### src/rtl/uart_pkg.sv
// uart_pkg: FSM states, frame line levels and default divisor width shared by the UART TX and RX paths.
package uart_pkg;
    localparam int DIV_W_DEF = 16;
    localparam logic START_LVL = 1'b0;
    localparam logic STOP_LVL = 1'b1;
    localparam logic IDLE_LVL = 1'b1;
    typedef enum logic [2:0] {IDLE, START, DATA, PARITY, STOP} state_t;
endpackage

### src/rtl/uart_tx_engine_if.sv
// uart_tx_engine_if: valid/ready byte handshake with per-transfer bit divisor.
interface uart_tx_engine_if import uart_pkg::*; #(parameter int DATA_BITS = 8, parameter int DIV_W = DIV_W_DEF);
    logic tx_valid;
    logic tx_ready;
    logic [DATA_BITS-1:0] tx_data;
    logic [DIV_W-1:0] clk_div;
    modport master(output tx_valid, tx_data, clk_div, input tx_ready);
    modport slave(input tx_valid, tx_data, clk_div, output tx_ready);
endinterface

### src/rtl/uart_baud_cnt.sv
// uart_baud_cnt: loadable down-counter; tick is high while the count sits at zero.
module uart_baud_cnt #(parameter int W = 16) (
    input logic clk,
    input logic reset_n,
    input logic load,
    input logic [W-1:0] load_val,
    output logic tick
);
    logic [W-1:0] cnt;
    always_ff @(posedge clk) begin
        if (!reset_n) cnt <= '0;
        else if (load) cnt <= load_val;
        else if (cnt != '0) cnt <= cnt - W'(1);
    end
    assign tick = cnt == '0;
endmodule

### src/rtl/uart_tx_engine.sv
// uart_tx_engine: 8N1 LSB-first serializer with runtime divisor; UART_TX_PARITY_EN adds an even parity bit.
module uart_tx_engine import uart_pkg::*; #(
    parameter int DIV_W = DIV_W_DEF,
    parameter int DATA_BITS = 8
) (
    input logic clk,
    input logic reset_n,
    uart_tx_engine_if.slave bus,
    output logic tx,
    output logic tx_busy
);
    localparam int IW = $clog2(DATA_BITS);
    localparam logic [IW-1:0] LAST = IW'(DATA_BITS - 1);
    state_t state;
    logic armed, tick, hs, load;
    logic [DATA_BITS-1:0] shift;
    logic [DIV_W-1:0] div, div_in;
    logic [IW-1:0] idx;
`ifdef UART_TX_PARITY_EN
    logic par;
`endif
    assign div_in = bus.clk_div == '0 ? DIV_W'(1) : bus.clk_div;
    // armed holds ready low for the first edge after reset release
    assign bus.tx_ready = armed && (state == IDLE || (state == STOP && tick));
    assign hs = bus.tx_valid && bus.tx_ready;
    assign load = hs || (tick && state != IDLE && state != STOP);
    uart_baud_cnt #(.W(DIV_W)) u_baud (
        .clk(clk),
        .reset_n(reset_n),
        .load(load),
        .load_val(hs ? div_in - DIV_W'(1) : div - DIV_W'(1)),
        .tick(tick)
    );
    always_ff @(posedge clk) begin
        if (!reset_n) begin
            state <= IDLE;
            armed <= 1'b0;
            tx <= IDLE_LVL;
            tx_busy <= 1'b0;
            shift <= '0;
            div <= '0;
            idx <= '0;
`ifdef UART_TX_PARITY_EN
            par <= 1'b0;
`endif
        end else begin
            armed <= 1'b1;
            if (hs) begin
                state <= START;
                tx <= START_LVL;
                tx_busy <= 1'b1;
                shift <= bus.tx_data;
                div <= div_in;
                idx <= '0;
`ifdef UART_TX_PARITY_EN
                par <= ^bus.tx_data;
`endif
            end else if (tick) begin
                case (state)
                    START: begin
                        state <= DATA;
                        tx <= shift[0];
                    end
                    DATA: begin
                        if (idx == LAST) begin
`ifdef UART_TX_PARITY_EN
                            state <= PARITY;
                            tx <= par;
`else
                            state <= STOP;
                            tx <= STOP_LVL;
`endif
                        end else begin
                            idx <= idx + IW'(1);
                            shift <= shift >> 1;
                            tx <= shift[1];
                        end
                    end
`ifdef UART_TX_PARITY_EN
                    PARITY: begin
                        state <= STOP;
                        tx <= STOP_LVL;
                    end
`endif
                    STOP: begin
                        state <= IDLE;
                        tx <= IDLE_LVL;
                        tx_busy <= 1'b0;
                    end
                    default: ;
                endcase
            end
        end
    end
endmodule

### src/flat_wrapper.sv
// flat-port wrapper written by rule: the top's interface ports become plain ports
module uart_tx_engine_flat import uart_pkg::*;
#(
    parameter int DIV_W = DIV_W_DEF,
    parameter int DATA_BITS = 8
)
  (clk, reset_n, tx, tx_busy, bus_tx_valid, bus_tx_data, bus_clk_div, bus_tx_ready);
  uart_tx_engine_if #(.DATA_BITS(DATA_BITS), .DIV_W(DIV_W)) bus_i ();
  input logic clk;
  input logic reset_n;
  output logic tx;
  output logic tx_busy;
  input wire logic [$bits(bus_i.tx_valid)-1:0] bus_tx_valid;
  input wire logic [$bits(bus_i.tx_data)-1:0] bus_tx_data;
  input wire logic [$bits(bus_i.clk_div)-1:0] bus_clk_div;
  output wire logic [$bits(bus_i.tx_ready)-1:0] bus_tx_ready;
  assign bus_i.tx_valid = bus_tx_valid;
  assign bus_i.tx_data = bus_tx_data;
  assign bus_i.clk_div = bus_clk_div;
  assign bus_tx_ready = bus_i.tx_ready;
  uart_tx_engine #(.DIV_W(DIV_W), .DATA_BITS(DATA_BITS)) u_core (.clk(clk), .reset_n(reset_n), .bus(bus_i), .tx(tx), .tx_busy(tx_busy));
endmodule
### config.mk
export PLATFORM = sky130hd
export DESIGN_NAME = uart_tx_engine_flat
export DESIGN_NICKNAME = d
export VERILOG_FILES = /design/src/rtl/uart_pkg.sv /design/src/rtl/uart_tx_engine_if.sv /design/src/rtl/uart_baud_cnt.sv /design/src/rtl/uart_tx_engine.sv /design/src/flat_wrapper.sv
export SDC_FILE = /design/constraint.sdc
export NUM_CORES = 1
export LEC_CHECK = 0
export BUFFER_PORTS_ARGS = -buffer_cell sky130_fd_sc_hd__clkbuf_2
export CORE_AREA = 4 4 83 85
export DETAILED_ROUTE_END_ITERATION = 6
export DIE_AREA = 0 0 87 89
export GPL_ROUTABILITY_DRIVEN = 1
export SLEW_MARGIN = 15
export SYNTH_ARGS = -nofsm -noshare
export SYNTH_HDL_FRONTEND = slang
export SYNTH_SLANG_ARGS = --single-unit
export TNS_END_PERCENT = 20
### constraint.sdc
create_clock -name clk -period 5.8 [get_ports clk]
set_input_delay 0.87 -clock clk [delete_from_list [all_inputs] [get_ports clk]]
set_output_delay 0.87 -clock clk [all_outputs]
set_load 0.005 [all_outputs]
## Word-level counts from Yosys, hierarchy flattened

Index checks and enable logic that the tools add are counted.
W data, S select, Z words.

| storage, ports and cells | value |
|---|---|
| word-level logic and storage cells | 68 |
| output and inout port bits | 3 |
| bits in registers | 49 |

| operators by class | value |
|---|---|
| reduce and logical (&&, ||, !) cells | 25 |
| muxes and demuxes | 20 |
| bitwise operators | 2 |
| add/subtract/negate cells | 4 |
| equal/unequal tests | 8 |

Operators by type and width:

| operator | number |
|---|---|
| $mux W16 | 4 |
| $sub A16 B1 Y16 const B | 3 |
| $logic_not A16 Y1 | 2 |
| $mux W8 | 4 |
| $reduce_bool A16 Y1 | 1 |
| $reduce_and A3 Y1 | 4 |
| $mux W1 | 9 |
| $pmux W3 S3 | 1 |
| $reduce_bool A2 Y1 | 4 |
| $eq A3 B3 Y1 const B | 2 |
| $reduce_bool A3 Y1 | 2 |
| $logic_and A1 B1 Y1 | 5 |
| $ne A2 B1 Y1 const B | 2 |
| $reduce_and A2 Y1 | 2 |
| $reduce_bool A4 Y1 | 1 |
| $add A3 B1 Y3 const B | 1 |
| $eq A3 B1 Y1 const B | 1 |
| $eq A3 B2 Y1 const B | 1 |
| $logic_not A3 Y1 | 1 |
| $mux W3 | 1 |
| $ne A3 B1 Y1 const B | 1 |
| $ne A3 B3 Y1 const B | 1 |
| $pmux W1 S3 | 1 |
| $logic_or A1 B1 Y1 | 2 |
| 2 further kinds | 3 |

## Longest topological paths before layout

| logic depth | value |
|---|---|
| depth after elaboration | 7 |
| mapped depth | 13 |
| gate-level depth less buffers | 11 |

## Modules after synthesis

A second synthesis with hierarchy kept.

| unflattened totals | value |
|---|---|
| cells, all modules | 375 |
| area total of the unflattened synthesis | 2976.6 sq um |

Modules (own cells, without submodules):

| module | cells an instance | times used | area an instance (sq um) |
|---|---|---|---|
| uart_tx_engine | 259 | 1 | 2037.0 |
| uart_baud_cnt | 116 | 1 | 939.7 |

## Least setup slack after synthesis

OpenSTA, ideal clock, no wires.

| timing path | value |
|---|---|
| path type | in2reg |
| start point | in bus_tx_valid |
| end point | reg u_core.u_baud.cnt[10] |
| slack | 2.178 ns |
| stages on the path | 11 |
| arrival time | 3.495 ns |
| cell sequence | nor4bb_1 > nand2_2 > buf_6 > o32ai_2 > ha_1 > inv_1 > o41ai_1 > nand3_1 > nor3b_1 > xor2_1 > nor2_1 |

| between the ends | value |
|---|---|
| cells in the longest elaborated chain, start to end | 3 |
| elaborated cells between the ends (all ways) | 5 |

Ends and longest elaborated chain:

| item | line | RTL |
|---|---|---|
| start: declaration | flat_wrapper.sv:13 | `input wire logic [$bits(bus_i.tx_valid)-1:0] bus_tx_valid;` |
| $logic_and A1 B1 Y1 (*) | uart_tx_engine.sv:25 | `assign hs = bus.tx_valid && bus.tx_ready;` |
| $mux W16 / $logic_or A1 B1 Y1 (equally long branches) | uart_tx_engine.sv:31, uart_tx_engine.sv:26 |  |
| $mux W16 / $reduce_bool A2 Y1 (equally long branches) | -- |  |
| end signal: assignment | uart_baud_cnt.sv:12 | `else if (load) cnt <= load_val;` |
| end signal: assignment | uart_baud_cnt.sv:13 | `else if (cnt != '0) cnt <= cnt - W'(1);` |
| end: declaration | uart_baud_cnt.sv:9 | `logic [W-1:0] cnt;` |

Mark *: on every way between the ends. The rest lies on a longest branch, timed or not.
A chain may end at the register's enable or synchronous reset.

## Final worst setup path

| timing path | value |
|---|---|
| start point | reg u_core.u_baud.cnt[0] |
| end point | reg u_core.u_baud.cnt[14] |

| between the ends | value |
|---|---|
| cells in the longest elaborated chain, start to end | 7 |
| elaborated cells between the ends (all ways) | 14 |

Ends and longest elaborated chain:

| item |
|---|
| branches (longest 7 deep; another with $sub A16 B1 Y16) |

Several ways; the timed one is not identified. The select of a mux whose other input is x is not followed.

==> metrics.md <==
| Metric | Value |
|---|---|
| GP Congestion | `0.946` |
| Avg Cell Area, Syn | `8.27 um^2` |
| Most frequent cell after synthesis | `nand2_1` |
| Sequential cell area fraction in the yosys report | `36.4%` |
| Initial DRC Count | `147` |
| Bufs and invs on worst path | `1` |
| Total of max-cap violations | `0` |
| Vias/cell | `5.69` |
| Post-CTS Setup Bufs | `0` |
| Port Buf Inserts | `29` |
| Met2 GRT Util | `32.0%` |
| Largest net degree at the start of global routing | `32` |
| Commonest cells in the netlist | `nand2_1, dfxtp_1, nor2_1` |
| Final Skew | `0.0123 ns` |
| Worst path cell trace | `or4_4, o41ai_4, nand2_2, o21ai_1, ha_1, inv_1, o41ai_1, nand3_1, nor3_2, a31o_2, a21oi_1` |
| Final max-slew violation count | `0` |
| TNS Setup | `0 ns` |
| Antenna cells | `0` |
| Worst rel slew slack | `24.4%` |
| Met3 Usage GRT | `3.50%` |
| Post-synthesis cell count | `326` |
| First-pass iteration count of the detailed router | `4` |
| Area of the mapped netlist | `0.00270 mm^2` |
| Largest cells by area after synthesis | `dfxtp_1, nand2_1, a21boi_0, nor2_1, a21oi_1` |
| Post-synth EDFFs | `0` |
| Synth warnings | `0` |
| DRC viols | `0` |
| Post-synthesis net count | `356` |
| Peak VDD IR | `0.000143 V` |
| Top Usage Layer GRT | `met2` |
| Fin crit period | `4.17 ns` |
| Die area | `0.00774 mm^2` |
| Die Width | `87 um` |
| RSZ-0062 raised after global routing | `no` |
| Design area | `0.00300 mm^2` |
| Remaining global-route overflow | `0` |
| Clock Latency Late Sink | `0.32 ns` |
| Layout cell share with drive strength beyond 1 | `18.8%` |
| Cell taking the most area after synthesis | `dfxtp_1` |
| Worst-margin pin slew | `1.12 ns` |
| Reg clk slew, reported paths | `0.10 ns` |
| Vias | `2436` |
| Wire per inst | `16.4 um` |
| Status | `complete, no violations` |
| Maximum clock frequency | `0.240 GHz` |
| Fin crit share | `72.0%` |
| Pwr Total | `1.07 mW` |
| Crit-path slowest cell | `o41ai_1` |
| CP Launch Point | `u_core.u_baud.cnt[0]$_SDFFE_PN0P_` |
| WP data arrival | `4.36 ns` |
| Critical path peak fanout | `9` |
| Kind of critical path | `register to register` |
| Initial core utilization | `43.5%` |
| Num CTS Buffers | `5` |
| Top FF cell, synth | `dfxtp_1` |
| Vias in the first global route | `2330` |
| Final Util | `48.3%` |
| Met1 usage | `24.7%` |
| Root buf cell | `clkbuf_8` |
| Final ANT Viol Nets | `0` |
| # setup viols final | `0` |
| Flops & latches, synth | `49` |
| Asr flop ratio synth | `0%` |
| Filler Cell Count | `610` |
| Leak | `1.14 nW` |
| Placed cell areas | `0.00287 mm^2` |
| Hold_buf cts | `0` |
| Layout Area Growth over Synthesis | `11.1%` |
| Worst Path Required | `5.99 ns` |
| Crit. End Element | `register` |
| DIE HEIGHT | `89 um` |
| Clock Sinks | `49` |
| H-tree levels | `2` |
| CTS tree | `done` |
| Hold Crit Start | `u_core.div[14]$_SDFFE_PN0N_` |
| Type of the worst min-delay path | `register to register` |
| Initial antenna violation count | `0` |
| Final hold slack | `0.470 ns` |
| Global-route wire length before repair | `11.6 mm` |
| Slowest stage delay, CP | `0.78 ns` |
| Clock buffer depth | `2` |
| I/O pin total | `30` |
| Hold violation count in the final report | `0` |
| Gr usage total | `19.3%` |
| Rows | `29` |
| Resized Gates After CTS | `0` |
| PwrDens | `356 mW/mm^2` |
| Yosys top cell area share | `36.4%` |
| Worst setup SP type | `register` |
| Nets | `380` |
| Delay-heaviest family, CP | `compound AO/OA/AOI/OAI gates` |
| Worst R2R Start | `u_core.u_baud.cnt[0]$_SDFFE_PN0P_` |
| Core Footprint | `0.00620 mm^2` |
| DPL Wire Length | `4.99 mm` |
| WL final | `7.01 mm` |
| Synth unique cells | `58` |
[area by class of cell]
cell class / instances / area (um^2) / share of cell area [%]
inverters: 6 / 22.5 / 0.752
clock buffers: 6 / 82.6 / 2.76
clock inverters: 2 / 41.3 / 1.38
well taps: 77 / 96.3 / 3.22
multi-input cells: 253 / 1580 / 52.8
flip-flops and latches: 49 / 981 / 32.7
repair buffers: 35 / 190 / 6.35
[per-layer routing]
layer  vias to the layer above  part of all wire (%)
met4                         0                   2.3
met5                         -                     0
met3                        14                   5.7
met1                      1137                    45
met2                        63                    47
li1                       1222                     -
[report_power, final]
group | internal [mW] | leakage (nW) | switching (mW) | total, mW
combinational | 0.149 | 0.671 | 0.228 | 0.377
sequential | 0.382 | 0.402 | 0.0361 | 0.418
clock | 0.143 | 0.0633 | 0.129 | 0.272
total | 0.674 | 1.14 | 0.393 | 1.07
[metrics by stage]
stage          instances  setup WS (ns)
2_1_floorplan        326           2.18
3_3_place_gp         420           1.86
3_5_place_dp         420           1.71
4_1_cts              428           1.71
5_1_grt              428           1.41
6_report             428           1.63
[flip-flops by register name (all words and copies together) (netlist names)]
name               count
u_core.div            16
u_core.u_baud.cnt     16
u_core.shift           8
u_core.idx             3
u_core.state           3
u_core.armed           1
u_core.tx              1
u_core.tx_busy         1
[cells by family (layout without fill, tap and decap cells)]
family                     count (synthesis)  after routing  synth area share (%)
buffers and inverters                     24             49                  5.10
AOI/OAI and AO/OA                         94             94                  25.8
and+or+nand+nor                          142            142                  26.6
adders and majority gates                  3              3                  1.39
DFF                                       49             49                  36.4
xor gates and xnor gates                  10             10                  3.25
muxes                                      4              4                  1.48
[worst reg2reg max path, cell delays in order, from the launching register on]
cell and delay, ns:
dfxtp_1 0.34, or4_4 0.58, o41ai_4 0.58, nand2_2 0.23
o21ai_1 0.41, ha_1 0.25, inv_1 0.06, o41ai_1 0.78
nand3_1 0.26, nor3_2 0.30, a31o_2 0.19, a21oi_1 0.05
[cell usage in the layout (no fill, tap or decap), types with 3 or more instances in the layout]
master     n
nand3_1    5
dfxtp_1   49
clkbuf_8   6
a211oi_1   3
o21ai_0   15
ha_1       3
a31oi_1    3
nor3_1    16
or4_1      3
a21boi_0  22
or4_4      3
inv_1      6
mux2i_1    4
a21oi_1   19
o32ai_1    3
o32ai_2    3
nand2_1   52
xnor2_1    5
clkbuf_2  29
a22oi_1    6
nor2_1    38
buf_4      6
xor2_1     5
[final timing paths]
path	end	cells past startpoint	slack (ns)
max	u_core.u_baud.cnt[14]$_SDFFE_PN0P_	11	1.63
min	u_core.div[14]$_SDFFE_PN0N_	2	0.47
max reg2reg	u_core.u_baud.cnt[14]$_SDFFE_PN0P_	11	1.63
min reg2reg	u_core.div[14]$_SDFFE_PN0N_	2	0.47
(Power assumes the default switching activity.)
